**src/rtl/hazard_if.sv**
```systemverilog
// Pipeline-to-hazard-unit bundle: register numbers and stage flags in, stall/flush/forward controls out.
// The pipeline drives the master side; the hazard controller sits on the slave side.
interface hazard_if;
   logic [4:0]  RsD, RtD;
   logic [4:0]  RsE, RtE, WriteRegE;
   logic        RegWriteE, MemtoRegE;
   logic [4:0]  WriteRegM;
   logic        RegWriteM;
   logic [4:0]  WriteRegW;
   logic        RegWriteW;
   logic        BranchTakenE, JumpD, MdStartE, MfhiD;
   logic        StallF, StallD, FlushD, FlushE, MdBusy;
   logic [1:0]  ForwardAE, ForwardBE;
   logic [15:0] StallCount;

   modport master (
      output RsD, RtD, RsE, RtE, WriteRegE, RegWriteE, MemtoRegE,
             WriteRegM, RegWriteM, WriteRegW, RegWriteW,
             BranchTakenE, JumpD, MdStartE, MfhiD,
      input  StallF, StallD, FlushD, FlushE, MdBusy, ForwardAE, ForwardBE, StallCount
   );

   modport slave (
      input  RsD, RtD, RsE, RtE, WriteRegE, RegWriteE, MemtoRegE,
             WriteRegM, RegWriteM, WriteRegW, RegWriteW,
             BranchTakenE, JumpD, MdStartE, MfhiD,
      output StallF, StallD, FlushD, FlushE, MdBusy, ForwardAE, ForwardBE, StallCount
   );
endinterface

```
**src/rtl/hazard_ctrl.sv**
```systemverilog
// 5-stage pipeline hazard unit: operand forwarding, load-use and HI/LO stalls, branch/jump flushes,
// a multiply/divide occupancy tracker and a saturating stall-cycle counter.
module hazard_ctrl #(
   parameter int unsigned MD_LAT = 8
) (
   input logic     clk,
   input logic     rst_n,
   hazard_if.slave hif
);

   typedef enum logic {MD_IDLE, MD_BUSY} md_state_e;

   localparam logic [4:0] MD_RELOAD = 5'(MD_LAT - 1);

   md_state_e   md_state_q, md_state_d;
   logic [4:0]  mdcnt_q, mdcnt_d;
   logic [15:0] stall_count_q, stall_count_d;
   logic        lwstall, mdstall, stall, md_busy;

   function automatic logic [1:0] fwd_sel(input logic [4:0] src,
                                          input logic       reg_write_m, input logic [4:0] write_reg_m,
                                          input logic       reg_write_w, input logic [4:0] write_reg_w);
      if (reg_write_m && write_reg_m != 5'd0 && write_reg_m == src)      return 2'b10;
      else if (reg_write_w && write_reg_w != 5'd0 && write_reg_w == src) return 2'b01;
      else                                                               return 2'b00;
   endfunction

   // Reset is folded into every control so the pipeline sees a clean flush while rst_n is low,
   // even though the state itself is only cleared on the clock edge.
   always_comb begin
      md_busy = rst_n && (md_state_q == MD_BUSY);
      lwstall = hif.MemtoRegE && hif.RegWriteE && (hif.WriteRegE != 5'd0) &&
                ((hif.WriteRegE == hif.RsD) || (hif.WriteRegE == hif.RtD));
      mdstall = hif.MfhiD && (md_busy || hif.MdStartE);
      stall   = rst_n && (lwstall || mdstall) && !hif.BranchTakenE;

      hif.StallF     = stall;
      hif.StallD     = stall;
      hif.FlushE     = !rst_n || stall || hif.BranchTakenE;
      hif.FlushD     = !rst_n || hif.BranchTakenE || (hif.JumpD && !stall);
      hif.ForwardAE  = rst_n ? fwd_sel(hif.RsE, hif.RegWriteM, hif.WriteRegM, hif.RegWriteW, hif.WriteRegW)
                             : 2'b00;
      hif.ForwardBE  = rst_n ? fwd_sel(hif.RtE, hif.RegWriteM, hif.WriteRegM, hif.RegWriteW, hif.WriteRegW)
                             : 2'b00;
      hif.MdBusy     = md_busy;
      hif.StallCount = stall_count_q;
   end

   // NOTE: every always_comb output gets a default first so no path leaves it unassigned (no latch).
   always_comb begin
      md_state_d    = md_state_q;
      mdcnt_d       = mdcnt_q;
      stall_count_d = stall_count_q;

      case (md_state_q)
         MD_IDLE: begin
            if (hif.MdStartE) begin
               md_state_d = MD_BUSY;
               mdcnt_d    = MD_RELOAD;
            end
         end
         MD_BUSY: begin
            if (hif.MdStartE)          mdcnt_d    = MD_RELOAD;
            else if (mdcnt_q != 5'd0)  mdcnt_d    = mdcnt_q - 5'd1;
            else                       md_state_d = MD_IDLE;
         end
         default: md_state_d = MD_IDLE;
      endcase

      if (stall && stall_count_q != 16'hFFFF) stall_count_d = stall_count_q + 16'd1;
   end

   // NOTE: sequential state uses non-blocking assignments so every flop samples pre-edge values.
   always_ff @(posedge clk) begin
      if (!rst_n) begin
         md_state_q    <= MD_IDLE;
         mdcnt_q       <= 5'd0;
         stall_count_q <= 16'd0;
      end else begin
         md_state_q    <= md_state_d;
         mdcnt_q       <= mdcnt_d;
         stall_count_q <= stall_count_d;
      end
   end

endmodule

```
**src/flat_wrapper.sv**
```systemverilog
// flat-port wrapper written by rule: the top's interface ports become plain ports
module hazard_ctrl_flat 
#(
   parameter int unsigned MD_LAT = 8
)
  (clk, rst_n, hif_RsD, hif_RtD, hif_RsE, hif_RtE, hif_WriteRegE, hif_RegWriteE, hif_MemtoRegE, hif_WriteRegM, hif_RegWriteM, hif_WriteRegW, hif_RegWriteW, hif_BranchTakenE, hif_JumpD, hif_MdStartE, hif_MfhiD, hif_StallF, hif_StallD, hif_FlushD, hif_FlushE, hif_MdBusy, hif_ForwardAE, hif_ForwardBE, hif_StallCount);
  hazard_if hif_i ();
  input logic clk;
  input logic rst_n;
  input wire logic [$bits(hif_i.RsD)-1:0] hif_RsD;
  input wire logic [$bits(hif_i.RtD)-1:0] hif_RtD;
  input wire logic [$bits(hif_i.RsE)-1:0] hif_RsE;
  input wire logic [$bits(hif_i.RtE)-1:0] hif_RtE;
  input wire logic [$bits(hif_i.WriteRegE)-1:0] hif_WriteRegE;
  input wire logic [$bits(hif_i.RegWriteE)-1:0] hif_RegWriteE;
  input wire logic [$bits(hif_i.MemtoRegE)-1:0] hif_MemtoRegE;
  input wire logic [$bits(hif_i.WriteRegM)-1:0] hif_WriteRegM;
  input wire logic [$bits(hif_i.RegWriteM)-1:0] hif_RegWriteM;
  input wire logic [$bits(hif_i.WriteRegW)-1:0] hif_WriteRegW;
  input wire logic [$bits(hif_i.RegWriteW)-1:0] hif_RegWriteW;
  input wire logic [$bits(hif_i.BranchTakenE)-1:0] hif_BranchTakenE;
  input wire logic [$bits(hif_i.JumpD)-1:0] hif_JumpD;
  input wire logic [$bits(hif_i.MdStartE)-1:0] hif_MdStartE;
  input wire logic [$bits(hif_i.MfhiD)-1:0] hif_MfhiD;
  output wire logic [$bits(hif_i.StallF)-1:0] hif_StallF;
  output wire logic [$bits(hif_i.StallD)-1:0] hif_StallD;
  output wire logic [$bits(hif_i.FlushD)-1:0] hif_FlushD;
  output wire logic [$bits(hif_i.FlushE)-1:0] hif_FlushE;
  output wire logic [$bits(hif_i.MdBusy)-1:0] hif_MdBusy;
  output wire logic [$bits(hif_i.ForwardAE)-1:0] hif_ForwardAE;
  output wire logic [$bits(hif_i.ForwardBE)-1:0] hif_ForwardBE;
  output wire logic [$bits(hif_i.StallCount)-1:0] hif_StallCount;
  assign hif_i.RsD = hif_RsD;
  assign hif_i.RtD = hif_RtD;
  assign hif_i.RsE = hif_RsE;
  assign hif_i.RtE = hif_RtE;
  assign hif_i.WriteRegE = hif_WriteRegE;
  assign hif_i.RegWriteE = hif_RegWriteE;
  assign hif_i.MemtoRegE = hif_MemtoRegE;
  assign hif_i.WriteRegM = hif_WriteRegM;
  assign hif_i.RegWriteM = hif_RegWriteM;
  assign hif_i.WriteRegW = hif_WriteRegW;
  assign hif_i.RegWriteW = hif_RegWriteW;
  assign hif_i.BranchTakenE = hif_BranchTakenE;
  assign hif_i.JumpD = hif_JumpD;
  assign hif_i.MdStartE = hif_MdStartE;
  assign hif_i.MfhiD = hif_MfhiD;
  assign hif_StallF = hif_i.StallF;
  assign hif_StallD = hif_i.StallD;
  assign hif_FlushD = hif_i.FlushD;
  assign hif_FlushE = hif_i.FlushE;
  assign hif_MdBusy = hif_i.MdBusy;
  assign hif_ForwardAE = hif_i.ForwardAE;
  assign hif_ForwardBE = hif_i.ForwardBE;
  assign hif_StallCount = hif_i.StallCount;
  hazard_ctrl #(.MD_LAT(MD_LAT)) u_core (.clk(clk), .rst_n(rst_n), .hif(hif_i));
endmodule
```
**config.mk**
```make
export PLATFORM = sky130hd
export DESIGN_NAME = hazard_ctrl_flat
export DESIGN_NICKNAME = d
export VERILOG_FILES = /design/src/rtl/hazard_if.sv /design/src/rtl/hazard_ctrl.sv /design/src/flat_wrapper.sv
export SDC_FILE = /design/constraint.sdc
export NUM_CORES = 1
export LEC_CHECK = 0
export ABC_CLOCK_PERIOD_IN_PS = 2000
export CAP_MARGIN = 10
export CORE_AREA = 3 3 80 59
export DETAILED_ROUTE_END_ITERATION = 16
export DIE_AREA = 0 0 83 62
export DONT_BUFFER_PORTS = 1
export PLACE_DENSITY = 0.66
export SETUP_SLACK_MARGIN = 0.15
export SYNTH_ARGS = -nofsm -noshare
export SYNTH_HDL_FRONTEND = slang
export SYNTH_SLANG_ARGS = --single-unit
```
**constraint.sdc**
```tcl
create_clock -name clk -period 2 [get_ports clk]
set_clock_uncertainty 0.05 [all_clocks]
set_input_delay 0.3 -clock clk [delete_from_list [all_inputs] [get_ports clk]]
set_output_delay 0.3 -clock clk [all_outputs]
set_load 0.1 [all_outputs]
```
Word-level counts from Yosys, hierarchy flattened --
Index checks and enable logic that the tools add are counted.
Cells by class: add/subtract/negate cells 2, eq/ne operators 9, multiplexer cells 14, bitwise logic cells 1, reduce and logical (&&, ||, !) cells 30
Operators by type and width (count):
- equality test 5 bit | 6
- nonzero test 5 bit | 4
- adder 16 x 1 -> 16 bit (second input constant) | 1
- inequality test 16 bit (second input constant) | 1
- logical AND 1 bit | 15
- two-way mux 5 bit | 3
- one-hot mux 5 bit (2 select lines) | 1
- two-way mux 2 bit | 4
- logical OR 1 bit | 7
- two-way mux 1 bit | 5
- subtractor 5 x 1 -> 5 bit (second input constant) | 1
- logical NOT 1 bit | 3
- inequality test 3 bit (second input constant) | 1
- inequality test 2 bit (second input constant) | 1
- one-hot mux 1 bit (2 select lines) | 1
- AND reduction 2 bit | 1
- NOT 1 bit | 1
Storage, ports and cells: flip-flop bits (word level) 22, output and inout port bits 25, logic and storage cells 59

Logic depth before layout (Yosys ltp) --
depth in word-level cells 9, gate-level depth with buffers 9, gate-level depth less buffers 8

Worst setup path before layout --
OpenSTA, ideal clock, no wires.
kind in2out, from in hif_WriteRegM[0], to out hif_ForwardBE[0], arrival 4.042 ns, data required time 1.650 ns, path slack -2.392 ns, stages 4, cells stage by stage or4_1 o21ai_0 nor4_1 nor4_1
On the way: longest elaborated chain between the ends 5, elaborated cells on any way between the ends 6, classes of those cells 1 x eq/ne; 2 x mux; 3 x reduce/logical
RTL lines:
- start, declared | line flat_wrapper.sv:17 | input wire logic [$bits(hif_i.WriteRegM)-1:0] hif_WriteRegM;
- nonzero test 5 bit | line hazard_ctrl.sv:23 | if (reg_write_m && write_reg_m != 5'd0 && write_reg_m == src) return 2'b10;
- logical AND 1 bit | line hazard_ctrl.sv:23
- logical AND 1 bit (*) | line hazard_ctrl.sv:23
- two-way mux 2 bit (*) | line hazard_ctrl.sv:23
- two-way mux 2 bit (*) | line hazard_ctrl.sv:43 | hif.ForwardBE = rst_n ? fwd_sel(hif.RtE, hif.RegWriteM, hif.WriteRegM, hif.RegWriteW, hif.WriteRegW)
- end, declared | line flat_wrapper.sv:31 | output wire logic [$bits(hif_i.ForwardBE)-1:0] hif_ForwardBE;
Mark *: on every way between the ends. The rest lies on a longest branch, timed or not.

Worst setup path after layout --
from reg u_core.stall_count_q[1] (netlist: u_core.hif.StallCount[1]), to reg u_core.stall_count_q[11] (netlist: u_core.hif.StallCount[11])
On the way: longest elaborated chain between the ends 2, elaborated cells on any way between the ends 3, classes of those cells 1 x add/sub; 1 x eq/ne; 1 x reduce/logical
RTL lines:
- start, declared | line hazard_ctrl.sv:17 | logic [15:0] stall_count_q, stall_count_d;
- start signal, assigned | line hazard_ctrl.sv:82 | stall_count_q <= stall_count_d;
- branches (longest 2 deep; another with adder 16 x 1 -> 16 bit)
Parallel ways; which one is timed is not known. A chain may end at the register's enable or synchronous reset.

==> results.cfg <==
[run_status]
status = finished with violations
violations = setup timing

[critical_path]
critPathMaxFanout = 5
slowest_delay_ns = 0.47
path_cells = ha_4 -> nand3_4 -> nor2_4 -> a311o_4 -> a2bb2oi_4 -> buf_12 -> or4_1 -> a21boi_1
r2r_setup_slack_ns = -0.11
critical_path_class = reg -> reg
cp.arrival_ns = 2.24
crit_slowest_cell = or4_1
worstSetupStartpointType = flop
critPathRequiredTime_ns = 2.14
end_kind = flop

[detailed_routing]
viasPerCell = 5.62
dr.first_iter.drc_count = 77
wl_per_cell_um = 17.3
vias = 1505
drtPass1Iterations = 4
final_antenna_net_count = 0
drcViolationCount = 0
routed_wirelength_mm = 4.64

[grt]
grt_pass1_vias = 1593
grt_overflow = 0
gr-usage-met3_pct = 5.27
grt_usage_pct = 17.1
grt_use_met1_pct = 18.1
grt_use_met2_pct = 34.7
antenna_found_initial = 0
grt_pass1_wl_mm = 7.20
top_usage_layer = met2
grt_max_degree = 29

[power]
p_leak_nw = 0.840
ir_worst_vdd_mv = 0.270
p_per_area_nw_per_um2 = 463
fin_total_pwr_mw = 1.11

[cts]
cts.path.max_buffers = 2
cts_tree = built
clk_latency_ns = 0.26
htree_levels = 1
clkTransAtPathRegs_ns = 0.08
cts_buffers = 3
clkSinkCount = 22
holdBufCountCts = 0
cts_root_buffer = clkbuf_8

[place]
io_buffers = 0
placed_area_um2 = 2120
dpl.hpwl_mm = 3.45
place.gp.congestion = 0.766

[synthesis]
synth_compound_area_share_pct = 20.4
synth_top_cell_by_area = dfxtp_1
synthAdderAreaFrac_pct = 2.34
synth_top_area_share_pct = 27.5
seq_area_frac_synth_pct = 27.5
synth_fp_nets = 229
netlist_area_um2 = 1600
syn_area_per_cell_um2 = 8.86
yosys_warnings = 0
synth-simple-area-share_pct = 24.2
synth-xor-area-share_pct = 19.1
ys_top_cells_by_area = dfxtp_1 27%, xor2_1 13%, xnor2_1 6.0%, o31ai_1 4.2%, or4_1 4.2%
ys_ff_latch = 22
synthCells = 181
synthMuxAreaShare_pct = 1.87
synth.distinct_cells = 39
synth_top_family_by_area = simple AND/OR/NAND/NOR gates

[floorplan]
dieWidth_um = 83
row_count = 19
initial_core_util_pct = 40.6
die_y_um = 62
dieArea_um2 = 5150
pin_count = 70
core_area_um2 = 3950

[finish]
final_nets = 265
post-route-cell-area_um2 = 2400
multi_input_area_um2 = 1350
drive_above_1_share_pct = 45.4
syn_to_final_growth_pct = 49.8
seq_area_um2 = 490
fillers = 327
num_antenna_cells = 0

[timing]
fmax_mhz = 475
finalCritPeriodShare_pct = 105
fin_crit_ns = 2.11
rsz0062_at_grt = yes
setup_viol = 6
setup_ws_ns = -0.105
slew_headroom_pct = 67.5
drv_slew = 0
worst_pin_slew_ns = 0.481
finalHoldViolCount = 0

[worst_hold_path]
hold_path.class = in -> reg

[job]
cap_viol_max_count = 0
## synthesized netlist by cell type (all sizes together)
| cell type | count |
|---|---|
| a21boi | 8 |
| a22oi | 1 |
| a2bb2oi | 1 |
| a311o | 1 |
| and2 | 4 |
| and3 | 2 |
| and4 | 1 |
| buf | 4 |
| clkbuf | 3 |
| dfxtp | 22 |
| ha | 3 |
| inv | 4 |
| mux2i | 3 |
| nand2 | 17 |
| nand2b | 4 |
| nand3 | 6 |
| nand4b | 1 |
| nor2 | 8 |
| nor2b | 2 |
| nor3 | 3 |
| nor4 | 7 |
| o211ai | 6 |
| o21a | 5 |
| o21ai | 6 |
| o31ai | 9 |
| o41a | 1 |
| o41ai | 1 |
| or3 | 3 |
| or4 | 10 |
| xnor2 | 11 |
| xor2 | 24 |
## path summary, 6_finish.rpt
check                                         startpoint                   endpoint  cells past startpoint
worst max register to register  u_core.hif.StallCount[1]  u_core.hif.StallCount[11]                      8
worst min-delay path                               rst_n          u_core.mdcnt_q[0]                      1
worst max-delay path            u_core.hif.StallCount[1]  u_core.hif.StallCount[11]                      8
worst min register to register  u_core.hif.StallCount[3]   u_core.hif.StallCount[3]                      1
## area by class of cell
class / instances / area share, %
clock buffers: 3 / 1.72
clock inverters: 1 / 1.25
inverters: 4 / 0.625
multi-input cells: 148 / 56.0
flip-flops and latches: 22 / 20.4
well taps: 52 / 2.71
repair buffers: 38 / 17.2
## cell usage in the layout (no fill, tap or decap), types with 4 or more instances in the layout
cell type and n:
inv_1 4, o21a_1 4, or4_4 5, nand2b_1 4, nand2_1 13, dfxtp_4 12
nor4_4 5, dfxtp_1 6, o31ai_1 8, o211ai_1 5, dfxtp_2 4, nor2_1 5
or4_1 5, buf_12 7, xnor2_1 10, a21boi_1 5, xor2_1 24, buf_4 28
nand3_1 5
## worst max-delay path, delay by kind of cell (launching register included)
kind | cells | cell delay (ns)
compound gates | 3 | 0.74
fa+ha+maj | 1 | 0.17
buf+inv | 1 | 0.14
flops | 1 | 0.36
simple gates | 3 | 0.58
## registers in the layout, indices dropped and copies added (netlist names)
register               cells
u_core.md_state_q          1
u_core.hif.StallCount     16
u_core.mdcnt_q             5
## logic make-up after synthesis
group                      after synthesis
buffers and inverters                   11
xor gates and xnor gates                35
muxes                                    3
AOI/OAI and AO/OA                       39
and+or+nand+nor                         68
adders and majority gates                3
DFF                                     22
## layer usage
metal | vias up | wire, µm
met1 | 710 | 1750
met3 | 7 | 342
met4 | 0 | 51
met2 | 60 | 2500
li1 | 728 | -
met5 | - | 0
## power breakdown
| group | switching [mW] | leakage [nW] | internal, mW |
|---|---|---|---|
| Clock | 0.147 | 0.0357 | 0.267 |
| Sequential | 0.00967 | 0.190 | 0.432 |
| Combinational | 0.143 | 0.613 | 0.113 |
## through the flow
stage	setup slack [ns]	util, %	TNS (ns)	instances	hold WS (ns)
finish	-0.105	60.8	-0.369	268	0.100
global route	-0.185	60.8	-0.959	268	0.0983
CTS	-0.0944	57.8	-0.384	266	0.0997
detailed placement	-0.0770	53.7	-0.220	257	0.377
global placement	-0.0343	53.7	-0.0854	257	0.371
floorplan	-0.445	-	-1.44	181	0.374
## what timing repair did
| item | 4_1_cts | 5_1_grt |
|---|---|---|
| setup endpoints to repair | 16 | 22 |
| gates cloned | 1 | 1 |
| resized for setup | 5 | 19 |
| setup buffers | 4 | 1 |
| pin swaps | 11 | 10 |
No activity file was read; power rests on OpenSTA's default activity.
